==> config.mk <==
export PLATFORM = sky130hd
export DESIGN_NAME = entry_alloc_ctrl
export DESIGN_NICKNAME = d
export VERILOG_FILES = /design/src/rtl/entry_alloc_ctrl.sv
export SDC_FILE = /design/constraint.sdc
export NUM_CORES = 1
export LEC_CHECK = 0
export ABC_AREA = 0
export BUFFER_PORTS_ARGS = -buffer_cell sky130_fd_sc_hd__buf_2
export CAP_MARGIN = 20
export CORE_UTILIZATION = 35
export DETAILED_ROUTE_END_ITERATION = 8
export PLACE_DENSITY_LB_ADDON = 0.08
export RECOVER_POWER = 25
export REMOVE_ABC_BUFFERS = 1
export SLEW_MARGIN = 0
export SYNTH_ARGS = -nofsm -noshare
export SYNTH_HDL_FRONTEND = slang
export SYNTH_SLANG_ARGS = --single-unit
==> constraint.sdc <==
create_clock -name i_clock -period 8.1 [get_ports i_clock]
set_input_delay 1.62 -clock i_clock [delete_from_list [all_inputs] [get_ports i_clock]]
set_output_delay 1.62 -clock i_clock [all_outputs]
set_load 0.01 [all_outputs]
==> src/rtl/entry_alloc_ctrl.sv <==
// Dual-lane entry allocator: busy bitmap, two lowest-free grants per cycle,
// up to two releases per cycle, flush, and a registered free count with full/empty status.
module entry_alloc_ctrl #(
  parameter int unsigned N_ENTRY = 16,
  parameter int unsigned IDX_W   = $clog2(N_ENTRY),
  parameter int unsigned CNT_W   = $clog2(N_ENTRY + 1)
) (
  input  logic             i_clock,
  input  logic             i_reset,
  input  logic [1:0]       i_alloc_req,
  output logic [1:0]       o_alloc_gnt,
  output logic [IDX_W-1:0] o_alloc_idx0,
  output logic [IDX_W-1:0] o_alloc_idx1,
  input  logic [1:0]       i_free_vld,
  input  logic [IDX_W-1:0] i_free_idx0,
  input  logic [IDX_W-1:0] i_free_idx1,
  input  logic             i_flush,
  output logic [CNT_W-1:0] o_free_cnt,
  output logic             o_full,
  output logic             o_empty
);

  localparam logic [CNT_W-1:0] FullCnt = CNT_W'(N_ENTRY);

  logic [N_ENTRY-1:0] r_busy;
  logic [CNT_W-1:0]   r_free_cnt;
  logic               r_full;
  logic               r_empty;

  logic [N_ENTRY-1:0] w_free;
  logic [N_ENTRY-1:0] w_free_rest;
  logic [IDX_W-1:0]   w_c1;
  logic [IDX_W-1:0]   w_c2;
  logic               w_c1_vld;
  logic               w_c2_vld;
  logic               w_gnt0;
  logic               w_gnt1;
  logic               w_idx0_ok;
  logic               w_idx1_ok;
  logic [N_ENTRY-1:0] w_gnt_oh;
  logic [N_ENTRY-1:0] w_rel_req_oh;
  logic [N_ENTRY-1:0] w_rel_oh;
  logic [N_ENTRY-1:0] w_busy_next;
  logic [CNT_W-1:0]   w_gnt_cnt;
  logic [CNT_W-1:0]   w_rel_cnt;
  logic [CNT_W:0]     w_cnt_wide;
  logic [CNT_W-1:0]   w_cnt_next;

  function automatic logic [CNT_W-1:0] popcnt(input logic [N_ENTRY-1:0] v);
    logic [CNT_W-1:0] c;
    c = '0;
    for (int i = 0; i < int'(N_ENTRY); i++) begin
      c = c + CNT_W'(v[i]);
    end
    return c;
  endfunction

  assign w_free = ~r_busy;

  // Lowest and next-lowest free entries (find_two_set_bits on ~busy).
  always_comb begin
    w_c1        = '0;
    w_c1_vld    = 1'b0;
    w_c2        = '0;
    w_c2_vld    = 1'b0;
    w_free_rest = w_free;
    for (int i = 0; i < int'(N_ENTRY); i++) begin
      if (w_free[i] && !w_c1_vld) begin
        w_c1        = IDX_W'(i);
        w_c1_vld    = 1'b1;
        w_free_rest = w_free & ~(N_ENTRY'(1) << i);
      end
    end
    for (int i = 0; i < int'(N_ENTRY); i++) begin
      if (w_free_rest[i] && !w_c2_vld) begin
        w_c2     = IDX_W'(i);
        w_c2_vld = 1'b1;
      end
    end
  end

  // Grants see only registered busy, so same-cycle releases are never re-granted.
  assign w_gnt0 = !i_reset && !i_flush && i_alloc_req[0] && w_c1_vld;
  assign w_gnt1 = !i_reset && !i_flush && (i_alloc_req == 2'b11) && w_c2_vld;

  assign o_alloc_gnt  = {w_gnt1, w_gnt0};
  assign o_alloc_idx0 = w_gnt0 ? w_c1 : '0;
  assign o_alloc_idx1 = w_gnt1 ? w_c2 : '0;

  assign w_idx0_ok = 32'(i_free_idx0) < N_ENTRY;
  assign w_idx1_ok = 32'(i_free_idx1) < N_ENTRY;

  always_comb begin
    w_gnt_oh = '0;
    if (w_gnt0) w_gnt_oh = w_gnt_oh | (N_ENTRY'(1) << w_c1);
    if (w_gnt1) w_gnt_oh = w_gnt_oh | (N_ENTRY'(1) << w_c2);
    w_rel_req_oh = '0;
    if (i_free_vld[0] && w_idx0_ok) w_rel_req_oh = w_rel_req_oh | (N_ENTRY'(1) << i_free_idx0);
    if (i_free_vld[1] && w_idx1_ok) w_rel_req_oh = w_rel_req_oh | (N_ENTRY'(1) << i_free_idx1);
  end

  // Masking with busy drops bogus frees; the OR merge counts a duplicate release once.
  assign w_rel_oh    = w_rel_req_oh & r_busy;
  assign w_busy_next = (r_busy | w_gnt_oh) & ~w_rel_oh;
  assign w_gnt_cnt   = CNT_W'(w_gnt0) + CNT_W'(w_gnt1);
  assign w_rel_cnt   = popcnt(w_rel_oh);
  assign w_cnt_wide  = {1'b0, r_free_cnt} - {1'b0, w_gnt_cnt} + {1'b0, w_rel_cnt};
  assign w_cnt_next  = w_cnt_wide[CNT_W-1:0];

  always_ff @(posedge i_clock) begin
    if (i_reset || i_flush) begin
      r_busy     <= '0;
      r_free_cnt <= FullCnt;
      r_full     <= 1'b0;
      r_empty    <= 1'b1;
    end else begin
      r_busy     <= w_busy_next;
      r_free_cnt <= w_cnt_next;
      r_full     <= (w_cnt_next == '0);
      r_empty    <= (w_cnt_next == FullCnt);
    end
  end

  assign o_free_cnt = r_free_cnt;
  assign o_full     = r_full;
  assign o_empty    = r_empty;

  // Protocol misuse is reported but tolerated; count drift is a design bug.
  always_ff @(posedge i_clock) begin
    if (!i_reset) begin
      assert (r_free_cnt == popcnt(w_free))
        else $error("free_cnt %0d disagrees with busy map", r_free_cnt);
      assert (i_alloc_req != 2'b10)
        else $warning("non-contiguous alloc_req");
      if (!i_flush) begin
        assert (!(i_free_vld == 2'b11 && i_free_idx0 == i_free_idx1))
          else $warning("duplicate release of entry %0d", i_free_idx0);
        assert (!(i_free_vld[0] && (!w_idx0_ok || !r_busy[i_free_idx0])))
          else $warning("lane0 release of idle entry %0d", i_free_idx0);
        assert (!(i_free_vld[1] && (!w_idx1_ok || !r_busy[i_free_idx1])))
          else $warning("lane1 release of idle entry %0d", i_free_idx1);
      end
    end
  end

endmodule

# After elaboration in Yosys (flattened, before gate mapping)
# Cells that the tools add are included.
# totals
reg_bits	23
latch_bits	0
ram_bits	0
romBits	0
inputBits	15
out_inout_bits	17
elab_cells	187
mem_count	0
# op_classes
addsub	18
multipliers	0
n_div	0
order_cmp	0
n_eq_ne	2
shifts	4
mux	83
bitwise	7
reduce_logical	69
# op_table
cell	count
$mux 4	25
$mux 16	5
$shl 1x4->16 const A	4
$add 5x1->5	11
$or 16x16->16	3
$logic_and 1x1->1	35
$mux 1	34
$and 16x16->16	2
$logic_not 1->1	32
$not 16->16	2
$mux 15	1
$mux 3	5
$mux 14	1
$mux 13	1
$mux 12	1
$mux 11	1
$mux 10	1
$mux 9	1
$mux 8	1
$mux 7	1
$mux 2	3
$mux 6	1
$add 4x1->5	1
$add 5x5->5	1
other kinds (9)	10

# Longest topological paths before layout
# Gate-level depths: netlist of run 1.
# logic_depth
word_depth	98
mapped_depth	22

# Worst setup path after synthesis of run 1
# OpenSTA, ideal clock, no wires.
# synth_timing
kind	in2reg
start	input port i_free_idx1[0]
end	register r_empty (netlist: o_empty)
setup_time_ns	0.074
t_arrival_ns	6.403
required_time_ns	8.026
path_slack_ns	1.622
stages	14
path_cell_list	or3b_2 -> o22ai_1 -> nand2_1 -> fa_1 -> fa_1 -> fa_1 -> fa_1 -> fa_1 -> inv_1 -> fa_1 -> fa_1 -> xor2_1 -> or4_1 -> o21ai_0
# synth_between
elab_chain_len	21
# synth_lines
item	line	text
from (decl)	16	input logic [IDX_W-1:0] i_free_idx1,
$shl 1x4->16 (*)	99	if (i_free_vld[1] && w_idx1_ok) w_rel_req_oh = w_rel_req_oh | (N_ENTRY'(1) << i_free_idx1);
$or 16x16->16 (*)	99	
$mux 16 (*)	99	
$and 16x16->16 (*)	103	assign w_rel_oh = w_rel_req_oh & r_busy;
$add 1x1->2	53	c = c + CNT_W'(v[i]);
$add 2x1->3	53	
$add 3x1->4	53	
$add 4x1->5	53	
$add 5x1->5 (10 in a row)	53	
$add 5x1->5 (*)	53	
$add 5x5->5 (*)	107	assign w_cnt_wide = {1'b0, r_free_cnt} - {1'b0, w_gnt_cnt} + {1'b0, w_rel_cnt};
$eq 5x5->1 (*)	120	r_empty <= (w_cnt_next == FullCnt);
to (signal assigned)	120	
to (decl)	28	logic r_empty;
# Mark *: on every way between the ends. The rest lies on a longest branch, timed or not.
# A chain may end at the register's enable or synchronous reset.

# Final worst setup path of run 1
# layout_timing
start	register r_busy[1]
end	register r_empty (netlist: o_empty)
# layout_between
elab_chain_len	96
word_cells_on_any_way	128
classes_between	18 x add/sub; 1 x eq/ne; 46 x mux; 2 x bitwise; 61 x reduce/logical
# layout_lines
item	line	text
from (decl)	25	logic [N_ENTRY-1:0] r_busy;
from (signal assigned)	117	r_busy <= w_busy_next;
parallel branches: the longest is 94 deep, another holds $add 4x1->5	n/a	
$add 5x5->5 (*)	107	
$eq 5x5->1 (*)	120	
# Every way passes the cells marked *.

==> results of run 1 <==
## power by group through the flow
stage / clock (mW) / sequential, mW / combinational (mW)
final: 0.0739 / 0.120 / 0.0573
after global routing: 0.0828 / 0.121 / 0.0650
after CTS: 0.0780 / 0.120 / 0.0580
after detailed placement: 0 / 0.123 / 0.0575
after global placement: 0 / 0.123 / 0.0580
after floorplan: 0 / 0.123 / 0.0380
## metrics by stage
step | area, sq um | instances | hold slack (ns) | utilization
2_1_floorplan | 2590 | 329 | 0.510 | -
3_3_place_gp | 2880 | 460 | 0.612 | 0.389
3_5_place_dp | 2880 | 460 | 0.587 | 0.389
4_1_cts | 2930 | 464 | 0.608 | 0.395
5_1_grt | 2910 | 464 | 0.681 | 0.393
6_report | 2910 | 464 | 0.623 | 0.393
## path summary, 6_finish.rpt
path / startpoint / endpoint / slack (ns)
setup / recovery: r_busy[1] / o_empty / 1.11
hold / removal: r_busy[11] / r_busy[11] / 0.62
setup reg to reg: r_busy[1] / o_empty / 1.11
hold reg to reg: r_busy[11] / r_busy[11] / 0.62
## cells by family (layout without fill, tap and decap cells)
group | count (synthesis) | after routing | share of synthesized area
adder cells (fa/ha/maj) | 28 | 28 | 0.161
flip-flops | 23 | 23 | 0.168
AO/OA/AOI/OAI | 107 | 107 | 0.284
XOR/XNOR | 9 | 9 | 0.0288
AND/OR/NAND/NOR | 130 | 130 | 0.258
multiplexers | 2 | 2 | 0.00732
buffers and inverters | 55 | 66 | 0.0924
## sequential cells by signal, summed over array words and instances, names as in the netlist
name,count
o_empty,1
o_free_cnt,5
r_busy,16
o_full,1
## per-layer routing
layer  part of all wire  routed length (um)  GRT usage  vias to the layer above
met5                  0                   0          0                        -
met4             0.0054                  44     0.0323                        0
met3              0.046                 371     0.0202                        4
met2               0.44                3570      0.328                       85
met1               0.51                4120      0.303                     1225
li1                   -                   -          -                     1324
## synthesized netlist by cell type, drive strengths merged, types with 4 or more instances
cell type and number:
a21o 6, a21oi 19, a31oi 11, and2 10, and4 4, buf 17
clkbuf 8, dfxtp 23, fa 13, ha 11, inv 30, maj3 4
nand2 33, nand2b 13, nand3 13, nand3b 6, nand4 7, nor2 17
nor2b 7, nor3 8, o21ai 11, o22ai 18, xnor2 8
## cells in the final DEF, fill, tap and decap left out, types with 3 or more instances in the layout
cell type | synthesis | final
nand2_1 | 33 | 33
inv_1 | 30 | 30
buf_2 | 10 | 24
dfxtp_1 | 23 | 23
a21oi_1 | 19 | 19
o22ai_1 | 18 | 18
nor2_1 | 17 | 17
nand2b_1 | 13 | 13
nand3_1 | 13 | 13
fa_1 | 13 | 13
o21ai_0 | 11 | 11
ha_1 | 11 | 11
a31oi_1 | 10 | 10
and2_1 | 10 | 9
nor3_1 | 7 | 8
xnor2_1 | 8 | 8
nor2b_1 | 7 | 7
clkbuf_1 | 8 | 7
a21o_1 | 6 | 6
nand3b_1 | 6 | 6
nand4_1 | 5 | 5
and4_1 | 4 | 4
or2_2 | 3 | 3
o31ai_1 | 3 | 3
o211ai_1 | 3 | 3
o21a_1 | 3 | 3
maj3_1 | 3 | 3
a31o_2 | 3 | 3
a32o_1 | 3 | 3
clkbuf_8 | 0 | 3
## critical path, delay by kind of cell (launching register included)
kind            cells  cell delay [ns]
simple gates        4             2.00
compound gates      3             0.77
fa+ha+maj           7             3.24
buf+inv             2             0.13
flops               1             0.63
xor+xnor            1             0.16
## layout make-up
type / instances / area (sq um) / share of cell area
Sequential cell: 23 / 460 / 0.158
Inverter: 30 / 113 / 0.0386
Timing Repair Buffer: 32 / 154 / 0.0528
Clock buffer: 3 / 41.3 / 0.0142
Tap cell: 99 / 124 / 0.0425
Clock inverter: 1 / 5.00 / 0.00172
Multi-Input combinational cell: 276 / 2020 / 0.692
==> summary.md, run 1 <==
| Metric | Value |
|---|---|
| Status | finished, final reports clean |
| Max FO, Critical Path | 15 |
| GP Congestion | about 0.92 |
| Synth warnings | 0 |
| First-pass GRT wire length | roughly 13000 um |
| Post-synth top area share | 0.168 |
| Most common cell on crit path | fa_1 |
| Clock tree from TritonCTS | done |
| Max VDD drop | roughly 0.000057 V |
| Clk_lat worst skew | 0.27 ns |
| Worst slack at placement | roughly 1.2 ns |
| Fin crit share | 0.863 |
| Mapped Area | about 2700 sq um |
| Critical path required time | ~8.3 ns |
| Clock share of power | 0.294 |
| Root Buffer | clkbuf_8 |
| RSZ-0062 raised after global routing | false |
| CP peak stage delay | around 0.88 ns |
| I/O Pins | 32 |
| Num CTS Buffers | 3 |
| Reg clk slew, reported paths | 0.09 ns |
| Switch share | 0.304 |
| Hold depth | 1 |
| Drt total wl | 8110 um |
| Clock buffer depth | 2 |
| Largest net degree at the start of global routing | 16 |
| HPWL after DPL | between 6000 and 7000 um |
| Final Setup Violations | 0 |
| Most area-consuming cells after synthesis | dfxtp_1 17%, fa_1 9.5%, ha_1 5.0% |
| Clock skew | 0.0111 ns |
| Drt pass-1 iters | 5 |
| Final Max Slew Viols | 0 |
| Vias in the first global route | about 2400 |
| Initial DRC Count | roughly 210 |
| DR DRC count | 0 |
| CP cell instances | nand4_2 -> nor3_1 -> nand4_1 -> a21oi_1 -> a21o_1 -> inv_1 -> fa_1 -> fa_1 -> fa_1 -> fa_1 -> fa_1 -> inv_1 -> fa_1 -> fa_1 -> xor2_1 -> or4_1 -> o21ai_0 |
| Synth area leader | dfxtp_1 |
| Die height | ~90 um |
| Sink Count | 23 |
| Syn Inst Count | approximately 350 |
| Fraction of layout cells with a size suffix above 1 | 0.129 |
| Seq/Total Area, Yosys | 0.168 |
| Critical-path top delay cell | nor3_1 |
| Worst-Margin Slew | about 0.91 ns |
| IO Port Bufs | 31 |
| Worst slew margin | 0.387 |
| Worst reg2reg path depth | 17 |
| Sequential power share | 0.478 |
| P_sw | about 0.076 mW |
| Nets | 405 |
| Setup_tns | 0 ns |
| Area Overhead vs Synth | 6.54% |
| Die ar. | around 8000 sq um |
| Synth Flop Type | dfxtp_1 |
| Count of state elements after synthesis | 23 |
| Routed Antenna Nets | 0 |
| Rows | 31 |
| Die Wd | roughly 90 um |
| Final WS setup | ~1.1 ns |
| Static Leakage | 1.12 nW |
| PostCTS Resize Cnt | 0 |
| Hold Buf Count CTS | 0 |
| H-tree depth | 1 |
| CP Capture Type | register |
| Cell internal pwr | between 0.15 and 0.2 mW |
| Min Tclk post-route | 6.99 ns |
| Total GRT Usage | 0.206 |
| Crit start category | register |
| Via count | between 2000 and 3000 |
| Initial core utilization | 0.369 |
| Share of synthesized registers carrying an async set or reset | 0 |
| Routed wire length per instance | approximately 17 um |
| Initial antenna violation count | 0 |
| Syn_area_per_cell | just under 8 sq um |
| # fillers | between 700 and 800 |
| Gate power share | 0.228 |
| Max Fclk | between 0.1 and 0.15 GHz |
| Worst Setup Path Type | reg -> reg |
| # Max-Cap Violations | 0 |
| Post-CTS setup buffer count | 0 |
| Number of synthesized flops with an enable pin | 0 |
| Hold WC Path Type | reg -> reg |
| Total Power | roughly 0.25 mW |
| Final antenna diode count | 0 |
| Final Hold Fails | 0 |
| Pwr dens | 86.2 nW/um^2 |
| Cell variety after synth | between 60 and 70 |
| WP data arrival | slightly above 7 ns |
| Remaining Overflow, GRT | 0 |
| Core Box Area | around 7400 sq um |
| Drt via density | approximately 5.7 |
Note: power is estimated with default switching activity, not from simulation.
==> run 2, diff against run 1 <==
--- a/config.mk
+++ b/config.mk
@@ -10,6 +10,7 @@
 export CAP_MARGIN = 20
 export CORE_UTILIZATION = 35
 export DETAILED_ROUTE_END_ITERATION = 8
+export GPL_TIMING_DRIVEN = 0
 export PLACE_DENSITY_LB_ADDON = 0.08
 export RECOVER_POWER = 25
 export REMOVE_ABC_BUFFERS = 1
==> run 2 against run 1 <==
Effect of this change:
- clock skew rose by 0.0052 ns
- combinational power rose by 1%
- global-route usage fell by 0.64 points
- critical path depth did not move
- non-clock buffer count did not move
- critical endpoint unchanged
==> summary.md, run 2 (synthesized netlist as in run 1, its figures left out) <==
| Metric | Value |
|---|---|
| Fraction of layout cells with a size suffix above 1 | 0.126 |
| Remaining Overflow, GRT | 0 |
| Vias in the first global route | between 2000 and 3000 |
| I/O Pins | 32 |
| Status | finished, final reports clean |
| Most common cell on crit path | fa_1 |
| Layout Cell Area excl Fill | 2910 sq um |
| Drt via density | 5.70 |
| Max Fclk | 0.144 GHz |
| Max VDD drop | 0.0000456 V |
| Total GRT Usage | 0.200 |
| Worst reg2reg path depth | 17 |
| Via count | around 2600 |
| Biggest register | r_busy |
| Routed wire length per instance | roughly 17 um |
| Final antenna diode count | 0 |
| # Max-Cap Violations | 0 |
| Worst Setup EP | o_empty |
| Fin crit share | 0.858 |
| CP cell instances | nand4_2 -> nor3_1 -> nand4_1 -> a21oi_1 -> a21o_1 -> inv_1 -> fa_1 -> fa_1 -> fa_1 -> fa_1 -> fa_1 -> inv_1 -> fa_1 -> fa_1 -> xor2_1 -> or4_1 -> o21ai_0 |
| CP Capture Type | register |
| Initial core utilization | 0.369 |
| Worst Setup Path Type | reg -> reg |
| Die ar. | just over 8000 sq um |
| Largest net degree at the start of global routing | 16 |
| Worst slew margin | 0.365 |
| WP depth | 17 |
| Most frequent cells in the layout | 33 x nand2_1, 30 x inv_1, 23 x buf_2, 23 x dfxtp_1, 19 x a21oi_1 |
| CP peak stage delay | around 0.83 ns |
| Initial antenna violation count | 0 |
| Hold WC Path Type | reg -> reg |
| Hold Buf Count CTS | 0 |
| Pwr dens | 85.9 nW/um^2 |
| Reg-to-Reg End | o_empty |
| Worst-Margin Slew | about 0.95 ns |
| GP Congestion | around 0.86 |
| Min Tclk post-route | 6.95 ns |
| Family with the most delay on the worst path | adder cells |
| RSZ-0062 raised after global routing | false |
| Reg2reg start | r_busy[1] |
| Crit start category | register |
| Drt pass-1 iters | 5 |
| Final Setup Violations | 0 |
| Critical-path top delay cell | nor3_1 |
| Critical path required time | between 8 and 9 ns |
| Final Max Slew Viols | 0 |
| Core Box Area | 7410 sq um |
| Clock tree from TritonCTS | done |
| PostCTS Resize Cnt | 0 |
| Num CTS Buffers | 3 |
| Reg clk slew, reported paths | approximately 0.09 ns |
| Drt total wl | between 7000 and 8000 um |
| DR DRC count | 0 |
| Clock buffer depth | 2 |
| Critical path startpoint | r_busy[1] |
| Clk_lat worst skew | 0.27 ns |
| Max FO, Critical Path | 15 |
| Initial DRC Count | approximately 190 |
| H-tree depth | 1 |
| Routed Antenna Nets | 0 |
| Sink Count | 23 |
| Rows | 31 |
| FF-to-FF setup slack | about 1.1 ns |
| Worst slack at placement | 1.01 ns |
| IO Port Bufs | 31 |
| Clock skew | between 0.015 and 0.02 ns |
| First-pass GRT wire length | roughly 13000 um |
| HPWL after DPL | 6390 um |
| Nets | approximately 410 |
| Final WS setup | around 1.1 ns |
| Post-CTS setup buffer count | 0 |
| Placed cell area | 2880 sq um |
| CP bufs+invs | 2 |
| Die height | between 90 and 100 um |
| WP data arrival | a little over 7 ns |
| Placed cells | 460 |
| Most common cell after layout, fill and taps aside | nand2_1 |
| Setup_tns | 0 ns |
| Static Leakage | about 1.1 nW |
| # fillers | 793 |
| Area Overhead vs Synth | 6.50% |
| Die Wd | between 90 and 100 um |
| Non-Filler Instances | approximately 460 |
| Root Buffer | clkbuf_8 |
| Final Hold Fails | 0 |
| Largest register FFs | 16 |
[run 2: cell types whose count changed in the layout (fill, tap and decap cells not counted)]
cell      before  now
and2_1         9   10
clkbuf_1       7    8
and2_0         1    0
buf_2         24   23
[run 2: how the worst min path moves through the flow]
| stage | startpoint | end | slack (ns) | cells past startpoint |
|---|---|---|---|---|
| floorplan | r_busy[11] | r_busy[11] | 0.51 | 1 |
| CTS | r_busy[11] | r_busy[11] | 0.60 | 1 |
| global route | r_busy[11] | r_busy[11] | 0.63 | 1 |
| global placement | r_busy[11] | r_busy[11] | 0.57 | 1 |
| finish | r_busy[11] | r_busy[11] | 0.61 | 1 |
| detailed placement | r_busy[11] | r_busy[11] | 0.58 | 1 |
[run 2: worst register-to-register path: stages, from the launching register on]
cell and delay (ns):
dfxtp_1 0.66, nand4_2 0.48, nor3_1 0.83, nand4_1 0.20, a21oi_1 0.28, a21o_1 0.25
inv_1 0.09, fa_1 0.50, fa_1 0.43, fa_1 0.52, fa_1 0.43, fa_1 0.49
inv_1 0.05, fa_1 0.41, fa_1 0.48, xor2_1 0.16, or4_1 0.46, o21ai_0 0.17
[run 2: layer usage]
layer  global-route usage  vias up  share of wire
li1                     -     1312              -
met1                0.284     1253           0.50
met2                0.317       71           0.44
met3               0.0210       10          0.041
met4               0.0565        0          0.018
met5                    0        -              0
[run 2: final cells by class]
type / count / area [sq um] / area share
flip-flops and latches: 23 / 460 / 0.158
repair buffers: 32 / 153 / 0.0524
well taps: 99 / 124 / 0.0425
inverters: 30 / 113 / 0.0387
multi-input cells: 276 / 2020 / 0.692
clock buffers: 3 / 41.3 / 0.0142
clock inverters: 1 / 5.00 / 0.00172
[run 2: power breakdown]
part / total [mW] / switching [mW] / leakage [nW] / internal, mW
Combinational: 0.0581 / 0.0336 / 0.903 / 0.0245
Sequential: 0.120 / 0.00376 / 0.186 / 0.116
Clock: 0.0722 / 0.0378 / 0.0255 / 0.0344
[run 2: per-stage QoR]
stage | utilization | power, mW | hold WS [ns]
global route | 0.393 | 0.265 | 0.628
global placement | 0.388 | 0.180 | 0.572
finish | 0.393 | 0.250 | 0.609
floorplan | - | 0.161 | 0.510
CTS | 0.395 | 0.254 | 0.601
detailed placement | 0.389 | 0.181 | 0.583
==> run 3, diff against run 2 <==
--- a/config.mk
+++ b/config.mk
@@ -8,7 +8,9 @@
 export ABC_AREA = 0
 export BUFFER_PORTS_ARGS = -buffer_cell sky130_fd_sc_hd__buf_2
 export CAP_MARGIN = 20
+export CORE_MARGIN = 8
 export CORE_UTILIZATION = 35
+export CTS_BUF_LIST = sky130_fd_sc_hd__clkbuf_4 sky130_fd_sc_hd__clkbuf_8
 export DETAILED_ROUTE_END_ITERATION = 8
 export GPL_TIMING_DRIVEN = 0
 export PLACE_DENSITY_LB_ADDON = 0.08
==> run 3 against run 2 <==
Effect of this change:
- sequential power is essentially flat
- clock skew down 0.00096 ns
- critical path depth decreased by 1
- wire length is 4.7% higher
==> summary.md, run 3 (synthesized netlist as in run 1, its figures left out) <==
| Metric | Value |
|---|---|
| Status | finished, final reports clean |
| CP cell instances | nand4_2 -> nor3_1 -> nand4_1 -> a21oi_1 -> a21o_1 -> inv_1 -> fa_1 -> fa_1 -> fa_1 -> fa_1 -> fa_1 -> inv_1 -> fa_1 -> fa_1 -> or4_1 -> o21ai_0 |
| Worst-Margin Slew | between 0.9 and 1 ns |
| Area Overhead vs Synth | 6.68% |
| Routed Antenna Nets | 0 |
| Fraction of layout cells with a size suffix above 1 | 0.129 |
| Fin util | 0.382 |
| Uppermost routed layer | met4 |
| Clk_lat worst skew | between 0.2 and 0.3 ns |
| Setup_tns | 0 ns |
| WP data arrival | 7.13 ns |
| Drt total wl | between 8000 and 9000 um |
| Nets | 405 |
| # Max-Cap Violations | 0 |
| Final Setup Violations | 0 |
| Final Hold Fails | 0 |
| Drt pass-1 iters | 4 |
| Total GRT Usage | 0.153 |
| Max VDD drop | ~0.000051 V |
| H-tree depth | 1 |
| Clock skew | around 0.015 ns |
| Die height | around 100 um |
| Core Box Area | 7650 sq um |
| Largest register FFs | 16 |
| Family with the most delay on the worst path | adder cells |
| Most frequent cells in the layout | 33 x nand2_1, 30 x inv_1, 24 x buf_2 |
| Critical path required time | just over 8 ns |
| HPWL after DPL | just under 7000 um |
| Hold WC Path Type | reg -> reg |
| Met3 wire len | ~350 um |
| Fin crit share | 0.855 |
| Crit start category | register |
| PostCTS Resize Cnt | 0 |
| Initial DRC Count | 115 |
| Met1 wire length | between 3000 and 4000 um |
| Worst slew margin | 0.360 |
| Max Fclk | 0.144 GHz |
| Vias in the first global route | ~2700 |
| Pwr dens | 86.5 nW/um^2 |
| Reg clk slew, reported paths | ~0.1 ns |
| Worst hold slack | approximately 0.6 ns |
| Placed cells | ~460 |
| First-pass GRT wire length | approximately 14000 um |
| Max FO, Critical Path | 15 |
| Initial core utilization | 0.358 |
| Min Tclk post-route | 6.92 ns |
| Via count | 2669 |
| Sink Count | 23 |
| Worst Setup Path Type | reg -> reg |
| Biggest register | r_busy |
| CP bufs+invs | 2 |
| GP Congestion | a little over 0.8 |
| Initial antenna violation count | 0 |
| Largest net degree at the start of global routing | 16 |
| Num CTS Buffers | 3 |
| Most common cell on crit path | fa_1 |
| Root Buffer | clkbuf_8 |
| I/O Pins | 32 |
| Final Max Slew Viols | 0 |
| FF-to-FF setup slack | between 1 and 1.5 ns |
| Static Leakage | 1.12 nW |
| Rows | 32 |
| RSZ-0062 raised after global routing | false |
| Critical-path top delay cell | nor3_1 |
| Hold Buf Count CTS | 0 |
| Remaining Overflow, GRT | 0 |
| Non-Filler Instances | around 470 |
| IO Port Bufs | 31 |
| Die ar. | around 11000 sq um |
| Clock tree from TritonCTS | done |
| CP peak stage delay | 0.83 ns |
| Drt via density | approximately 5.7 |
| Met2 WL | about 3700 um |
| DR DRC count | 0 |
| Post-CTS setup buffer count | 0 |
| Routed wire length per instance | approximately 18 um |
| Most common cell after layout, fill and taps aside | nand2_1 |
| CP Capture Type | register |
| Clock buffer depth | 2 |
| Die Wd | ~100 um |
| Final antenna diode count | 0 |
-- run 3: routing by layer --
layer | up-vias | global-route usage
met4 | 0 | 0.0620
met2 | 72 | 0.245
met1 | 1274 | 0.199
li1 | 1307 | -
met5 | - | 0
met3 | 16 | 0.0248
-- run 3: report_power, final --
group | internal (mW) | switching [mW] | total [mW]
sequential | 0.116 | 0.00370 | 0.120
clock | 0.0344 | 0.0398 | 0.0742
combinational | 0.0246 | 0.0338 | 0.0584
total | 0.175 | 0.0773 | 0.252
-- run 3: final timing paths --
check / start / to / depth (start not counted)
min reg2reg: r_busy[11] / r_busy[11] / 1
max: r_busy[1] / o_empty / 16
max reg2reg: r_busy[1] / o_empty / 16
min: r_busy[11] / r_busy[11] / 1
-- run 3: layout make-up --
| cell class | count | area [sq um] |
|---|---|---|
| Clock buffer | 3 | 41.3 |
| Clock inverter | 1 | 5.00 |
| Fill cell | 846 | 4730 |
| Inverter | 30 | 113 |
| Multi-Input combinational cell | 276 | 2020 |
| Sequential cell | 23 | 460 |
| Tap cell | 102 | 128 |
| Timing Repair Buffer | 32 | 154 |
-- run 3: per-stage QoR --
stage                     total power [mW]  instance area (sq um)  setup WS (ns)
after floorplan                      0.161                   2590           1.43
after global placement               0.181                   2880          0.308
after detailed placement             0.182                   2890          0.861
after CTS                            0.256                   2930           1.14
after global routing                 0.268                   2920          0.644
final                                0.252                   2920           1.18
-- run 3: worst register-to-register path: cells and delay by family (launching register included) --
family,cells,cell delay [ns]
adder cells (fa/ha/maj),7,3.32
AND/OR/NAND/NOR,4,2.12
AO/OA/AOI/OAI,3,0.67
flip-flops,1,0.63
buffers and inverters,2,0.14
